--- src/rtl/neuron_pkg.sv ---
// Shared types and helpers for the perceptron datapaths.
//   act_mode_e : activation selector (step / ReLU / identity)
//   state_e    : sequencer states
//   sat_clamp  : clamp a wide signed sum into a WIDTH-bit signed range
package neuron_pkg;

    // Widest sum sat_clamp can handle; callers sign-extend into this width.
    localparam int unsigned SUM_MAX_W = 64;

    typedef enum logic [1:0] {
        ACT_STEP  = 2'd0,
        ACT_RELU  = 2'd1,
        ACT_IDENT = 2'd2
    } act_mode_e;

    typedef enum logic [1:0] {
        IDLE = 2'd0,
        MAC  = 2'd1,
        ACT  = 2'd2,
        OUT  = 2'd3
    } state_e;

    // Clamped value (still SUM_MAX_W wide, caller truncates) plus clamp flag.
    typedef struct packed {
        logic [SUM_MAX_W-1:0] value;
        logic                 sat;
    } clamp_t;

    // Clamp sum to [-2^(width-1), 2^(width-1)-1].
    function automatic clamp_t sat_clamp(input logic signed [SUM_MAX_W-1:0] sum,
                                         input int unsigned                 width);
        logic signed [SUM_MAX_W-1:0] hi;
        logic signed [SUM_MAX_W-1:0] lo;
        clamp_t                      res;
        hi        = $signed((SUM_MAX_W'(1) << (width - 1)) - SUM_MAX_W'(1));
        lo        = ~hi;
        res.value = sum;
        res.sat   = 1'b0;
        if (sum > hi) begin
            res.value = hi;
            res.sat   = 1'b1;
        end else if (sum < lo) begin
            res.value = lo;
            res.sat   = 1'b1;
        end
        return res;
    endfunction

endpackage

--- src/rtl/neuron_act.sv ---
// Combinational ACT stage: rescale accumulator, add bias, clamp, activate.
//   i_acc     : accumulated Q(2*FRAC) products
//   i_bias    : bias in Q.FRAC
//   o_y_c     : activated result
//   o_y_bit_c : 1 when clamped sum >= 0
//   o_sat_c   : pre-activation sum was clamped
module neuron_act
    import neuron_pkg::*;
#(
    parameter int unsigned WIDTH    = 16,
    parameter int unsigned FRAC     = 4,
    parameter int unsigned ACC_W    = 40,
    parameter int unsigned ACT_MODE = 0
) (
    input  logic signed [ACC_W-1:0] i_acc,
    input  logic signed [WIDTH-1:0] i_bias,
    output logic signed [WIDTH-1:0] o_y_c,
    output logic                    o_y_bit_c,
    output logic                    o_sat_c
);

    localparam act_mode_e MODE = act_mode_e'(ACT_MODE[1:0]);

    if (ACC_W > SUM_MAX_W - 2) begin : g_bad_acc_w
        $error("neuron_act: ACC_W too wide for sat_clamp");
    end
    if (ACT_MODE > 2) begin : g_bad_mode
        $error("neuron_act: ACT_MODE must be 0, 1 or 2");
    end
    if (FRAC + 2 > WIDTH) begin : g_bad_frac
        $error("neuron_act: FRAC leaves no room for 1.0 in WIDTH");
    end

    logic signed [ACC_W-1:0]     w_shift;
    logic signed [SUM_MAX_W-1:0] w_sum;
    clamp_t                      w_clamp;
    logic signed [WIDTH-1:0]     w_s;

    // Product is Q(2*FRAC); floor-shift back to Q.FRAC before adding bias.
    assign w_shift = i_acc >>> FRAC;
    assign w_sum   = SUM_MAX_W'(w_shift) + SUM_MAX_W'(i_bias);
    assign w_clamp = sat_clamp(w_sum, WIDTH);
    assign w_s     = $signed(w_clamp.value[WIDTH-1:0]);

    // Activation on the clamped value.
    always_comb begin
        o_y_c     = w_s;
        o_y_bit_c = ~w_s[WIDTH-1];
        o_sat_c   = w_clamp.sat;
        case (MODE)
            ACT_STEP: begin
                o_y_c = w_s[WIDTH-1] ? '0 : $signed(WIDTH'(1) << FRAC);
            end
            ACT_RELU: begin
                if (w_s[WIDTH-1] || (w_s == '0)) begin
                    o_y_c = '0;
                end
            end
            default: begin
                o_y_c = w_s;
            end
        endcase
    end

endmodule

--- src/rtl/neuron_mac_seq.sv ---
// Sequential N-input perceptron: one MAC per cycle, then clamp + activation.
//   clk, rst_n          : clock, async active-low reset
//   in_valid / in_ready : accept x_vec, w_vec, bias (element i at [i*WIDTH +: WIDTH])
//   out_valid/out_ready : result handshake
//   y, y_bit, sat       : activated result, sign decision, clamp flag
//   busy                : any state other than IDLE
module neuron_mac_seq
    import neuron_pkg::*;
#(
    parameter int unsigned N_IN     = 4,
    parameter int unsigned WIDTH    = 16,
    parameter int unsigned FRAC     = 4,
    parameter int unsigned ACC_W    = 40,
    parameter int unsigned ACT_MODE = 0
) (
    input  logic                    clk,
    input  logic                    rst_n,
    input  logic                    in_valid,
    output logic                    in_ready,
    input  logic [N_IN*WIDTH-1:0]   x_vec,
    input  logic [N_IN*WIDTH-1:0]   w_vec,
    input  logic signed [WIDTH-1:0] bias,
    output logic                    out_valid,
    input  logic                    out_ready,
    output logic signed [WIDTH-1:0] y,
    output logic                    y_bit,
    output logic                    sat,
    output logic                    busy
);

    localparam int unsigned IDX_W  = (N_IN > 1) ? $clog2(N_IN) : 1;
    localparam int unsigned PROD_W = 2 * WIDTH;

    if (N_IN < 1) begin : g_bad_n_in
        $error("neuron_mac_seq: N_IN must be at least 1");
    end
    if (ACC_W < PROD_W + $clog2(N_IN)) begin : g_bad_acc_w
        $error("neuron_mac_seq: ACC_W too narrow, accumulator could overflow");
    end

    state_e                  r_state;
    state_e                  w_state_d;
    logic                    w_accept;
    logic                    w_mac_en;
    logic                    w_act_en;

    logic signed [WIDTH-1:0] r_x [N_IN];
    logic signed [WIDTH-1:0] r_w [N_IN];
    logic signed [WIDTH-1:0] r_bias;
    logic signed [ACC_W-1:0] r_acc;
    logic [IDX_W-1:0]        r_idx;

    logic                    r_in_ready;
    logic                    r_out_valid;
    logic                    r_busy;
    logic signed [WIDTH-1:0] r_y;
    logic                    r_y_bit;
    logic                    r_sat;

    logic signed [PROD_W-1:0] w_prod;
    logic signed [WIDTH-1:0]  w_y_c;
    logic                     w_y_bit_c;
    logic                     w_sat_c;

    // Full-width signed product of the current element pair.
    assign w_prod = r_x[r_idx] * r_w[r_idx];

    // Next-state and datapath strobes.
    always_comb begin
        w_state_d = r_state;
        w_accept  = 1'b0;
        w_mac_en  = 1'b0;
        w_act_en  = 1'b0;
        case (r_state)
            IDLE: begin
                if (in_valid && r_in_ready) begin
                    w_accept  = 1'b1;
                    w_state_d = MAC;
                end
            end
            MAC: begin
                w_mac_en = 1'b1;
                if (r_idx == IDX_W'(N_IN - 1)) begin
                    w_state_d = ACT;
                end
            end
            ACT: begin
                w_act_en  = 1'b1;
                w_state_d = OUT;
            end
            OUT: begin
                if (out_ready) begin
                    w_state_d = IDLE;
                end
            end
            default: begin
                w_state_d = IDLE;
            end
        endcase
    end

    // State register; handshake/status flags registered from next state.
    always_ff @(posedge clk or negedge rst_n) begin
        if (!rst_n) begin
            r_state     <= IDLE;
            r_in_ready  <= 1'b1;
            r_out_valid <= 1'b0;
            r_busy      <= 1'b0;
        end else begin
            r_state     <= w_state_d;
            r_in_ready  <= (w_state_d == IDLE);
            r_out_valid <= (w_state_d == OUT);
            r_busy      <= (w_state_d != IDLE);
        end
    end

    // Operand capture, accumulation and result registers.
    always_ff @(posedge clk or negedge rst_n) begin
        if (!rst_n) begin
            for (int i = 0; i < int'(N_IN); i++) begin
                r_x[i] <= '0;
                r_w[i] <= '0;
            end
            r_bias  <= '0;
            r_acc   <= '0;
            r_idx   <= '0;
            r_y     <= '0;
            r_y_bit <= 1'b0;
            r_sat   <= 1'b0;
        end else begin
            if (w_accept) begin
                for (int i = 0; i < int'(N_IN); i++) begin
                    r_x[i] <= $signed(x_vec[i*WIDTH +: WIDTH]);
                    r_w[i] <= $signed(w_vec[i*WIDTH +: WIDTH]);
                end
                r_bias <= bias;
                r_acc  <= '0;
                r_idx  <= '0;
            end
            if (w_mac_en) begin
                r_acc <= r_acc + ACC_W'(w_prod);
                r_idx <= r_idx + IDX_W'(1);
            end
            if (w_act_en) begin
                r_y     <= w_y_c;
                r_y_bit <= w_y_bit_c;
                r_sat   <= w_sat_c;
            end
        end
    end

    neuron_act #(
        .WIDTH    (WIDTH),
        .FRAC     (FRAC),
        .ACC_W    (ACC_W),
        .ACT_MODE (ACT_MODE)
    ) u_act (
        .i_acc     (r_acc),
        .i_bias    (r_bias),
        .o_y_c     (w_y_c),
        .o_y_bit_c (w_y_bit_c),
        .o_sat_c   (w_sat_c)
    );

    assign in_ready  = r_in_ready;
    assign out_valid = r_out_valid;
    assign busy      = r_busy;
    assign y         = r_y;
    assign y_bit     = r_y_bit;
    assign sat       = r_sat;

endmodule

--- config.mk ---
export PLATFORM = sky130hd
export DESIGN_NAME = neuron_mac_seq
export DESIGN_NICKNAME = d
export VERILOG_FILES = /design/src/rtl/neuron_pkg.sv /design/src/rtl/neuron_act.sv /design/src/rtl/neuron_mac_seq.sv
export SDC_FILE = /design/constraint.sdc
export NUM_CORES = 1
export LEC_CHECK = 0
export BUFFER_PORTS_ARGS = -buffer_cell sky130_fd_sc_hd__clkbuf_2
export CORE_ASPECT_RATIO = 1.2
export CORE_UTILIZATION = 41
export DETAILED_ROUTE_END_ITERATION = 8
export RECOVER_POWER = 100
export SLEW_MARGIN = 10
export SYNTH_ARGS = -nofsm -noshare
export SYNTH_HDL_FRONTEND = slang
export SYNTH_SLANG_ARGS = --single-unit
--- constraint.sdc ---
create_clock -name clk -period 10.65 [get_ports clk]
set_input_delay 2.13 -clock clk [delete_from_list [all_inputs] [get_ports clk]]
set_output_delay 2.13 -clock clk [all_outputs]
set_load 0.02 [all_outputs]
==> flow_summary_export.csv <==
group,metric,value,unit
status,status,"finished, violations left",
status,violations,"capacitance limit, slew limit",
final_layout,multiInputGateArea,15200,um^2
synthesis,synth_cell_types,75,
final_layout,regArea,4830,um^2
setup_path,required,10.99,ns
global_route,grt_pass1_wl,89.0,mm
floorplan,core_area,52700,um^2
hold_path,holdCritPathClass,"reg2reg",
synthesis,synth-seq-cells,193,
global_route,overflow,0,
synthesis,syn-cell-area,22000,um^2
timing,finClkSkew,0.0116,ns
detailed_routing,drt-pass1-iter-count,5,
timing,slew_violations,286,
setup_path,cp_slowest_cell,"o21ai_0",
timing,min_period,9.31,ns
place,hpwl,43.3,mm
final_layout,final_nets,2916,
setup_path,start_kind,"flop",
synthesis,synth_async_sr_flop_share,1.00,
floorplan,io_pins,169,
timing,post-route-period-util,0.875,
synthesis,ys_seq_area_frac,0.220,
detailed_routing,vias_per_cell,5.07,
place,io_buffer_count,153,
final_layout,diodes,0,
final_layout,nFillCells,5071,
setup_path,path_class,"reg2reg",
setup_path,max_stage_delay,1.11,ns
synthesis,synth_enable_flop_cells,0,
final_layout,area_growth,9.15,%
clock_tree,clk_pin_slew,0.08,ns
setup_path,worstPathMaxFanout,20,
final_layout,drive_above_1_share,0.168,
detailed_routing,drc,0,
clock_tree,clock_latency,0.50,ns
clock_tree,cts_root_buf,"clkbuf_16",
clock_tree,clock_sinks,193,
clock_tree,cts-htree-levels,4,
global_route,grt_pass1_vias,16500,
synthesis,synth_area_leaders,"fa_1 (30%), dfrtp_1 (22%), ha_1 (8.7%), mux2_2 (8.3%), inv_1 (7.2%)",
clock_tree,numCtsBuffers,17,
setup_path,rrSetupSlack,1.34,ns
floorplan,row_count,92,
detailed_routing,ant_nets,0,
clock_tree,cts_resized,0,
synthesis,ys.flop_type,"dfrtp_1",
floorplan,dieArea,54600,um^2
setup_path,end_kind,"flop",
synthesis,ys_warn_count,0,
timing,finalSetupViolCount,0,
floorplan,dieWidth,213,um
flow_run,max_cap_violations,4,
synthesis,synth_cells,2168,
synthesis,yosysTopAreaCell,"fa_1",
timing,maxSlewHeadroom,-1.79,
detailed_routing,drt_iter0_markers,955,
clock_tree,cts_hold_buf,0,
floorplan,start_util,0.417,
global_route,grt_max_degree,83,
detailed_routing,drt_wl_total,52.9,mm
detailed_routing,wl_per_cell,17.6,um
synthesis,synth.avg_cell_area,10.1,um^2
synthesis,yosysTopAreaCellShare,0.301,
timing,rsz0062_at_grt,"false",
global_route,gr-usage-all-layers,0.209,
timing,tightestPinTransition,4.19,ns
timing,fmax,107,MHz
setup_path,cp.arrival,9.65,ns
timing,hold_viol,0,
timing,fin_setup_tns,0,ns
detailed_routing,via_count,15200,
clock_tree,tritoncts,"done",
floorplan,chipHeight,256,um
clock_tree,cts_max_path_buffers,2,
place,gp_congestion,0.897,
clock_tree,cts_setup_buffers,0,
global_route,antenna_found_initial,0,
flip-flops by register name (all words and copies together) (netlist names), 2 cells and up:
name and cells:
r_w 64, r_x 64, r_acc 40, r_bias 16, r_idx 2, r_state 2
cell families after synthesis:
family | after synthesis | synth area share
flip-flops | 193 | 0.220
AO/OA/AOI/OAI | 273 | 0.0810
multiplexers | 195 | 0.105
buffers and inverters | 504 | 0.0895
adder cells (fa/ha/maj) | 483 | 0.388
XOR/XNOR | 61 | 0.0243
other | 1 | 0.000171
AND/OR/NAND/NOR | 458 | 0.0919
area by class of cell:
type,instances,share of cell area
multi-input combinational,1485,0.635
sequential,193,0.201
inverter,419,0.0655
tap,705,0.0368
timing repair buffer,169,0.0359
clock buffer,19,0.0185
clock inverter,13,0.00693
per-layer routing:
layer / track usage / wire (um) / part of all wire
met1: 0.296 / 24400 / 0.46
met2: 0.329 / 24900 / 0.47
met3: 0.0341 / 2550 / 0.048
met4: 0.0595 / 1070 / 0.020
met5: 0 / 0 / 0
worst max-delay path: cells and delay by family (launching register included):
kind                     cells  cell delay (ns)
AO/OA/AOI/OAI               11             3.70
XOR/XNOR                     1             0.16
adder cells (fa/ha/maj)      7             3.09
buffers and inverters        5             0.65
flip-flops                   1             0.98
multiplexers                 1             0.38
AND/OR/NAND/NOR              1             0.17
worst paths after layout:
kind                        endpoint  startpoint  cells after the start
min in group asynchronous       busy       rst_n                      1
hold reg to reg              r_w[30]     r_w[30]                      1
setup reg to reg           r_acc[38]    r_idx[1]                     26
max in group asynchronous   r_idx[0]       rst_n                      3
setup / recovery           r_acc[38]    r_idx[1]                     26
hold / removal               r_w[30]     r_w[30]                      1
stage by stage:
stage	worst slack [ns]	cell area (um^2)	hold WS, ns	util	instances
after detailed placement	1.79	23400	0.492	0.445	2971
final	1.34	24000	0.507	0.455	3003
after global routing	0.793	24000	0.523	0.455	3003
after CTS	1.76	24100	0.510	0.456	3003
after floorplan	2.63	22000	0.475	-	2182
after global placement	1.92	23400	0.484	0.444	2970
cell usage after synthesis (all sizes together) (3+ instances only):
cell type    n
or3          5
xnor2       39
mux4        13
o21ai       72
and3        13
a311oi       3
nand2      223
a31oi        8
a21o        37
a21oi       61
o22ai       15
o21a        22
nand4        4
buf         26
nand2b       8
nor3         9
inv        419
nor2       112
xor2        22
nor2b       18
o21bai       6
nor4         3
fa         331
and2        32
o211ai       9
mux2i       19
dfrtp      192
nand3       21
or2          4
o31ai        6
a211o        4
mux2       163
ha         152
clkbuf      59
a211oi       6
layout by cell type, fill, tap and decap left out, drive strengths merged, types with 4 or more instances in the layout:
cell type    n
mux2i       19
conb        15
o21a        22
nand3       21
o21ai       72
a21oi       61
dfrtp      192
a21o        37
a211oi       6
a31oi        8
and2        32
buf         10
ha         152
inv        426
o211ai       9
or3          5
nand2b       8
nand4        4
nor2b       18
o22ai       15
nor2       112
mux4        13
mux2       163
xor2        22
o21bai       6
and3        13
fa         331
o31ai        6
xnor2       39
nand2      223
or2          4
clkbuf     178
a211o        4
nor3         9
Power is left out: the tool's default activity adds up to more than one toggle a clock period on the data nets, which glitch-free logic cannot reach.
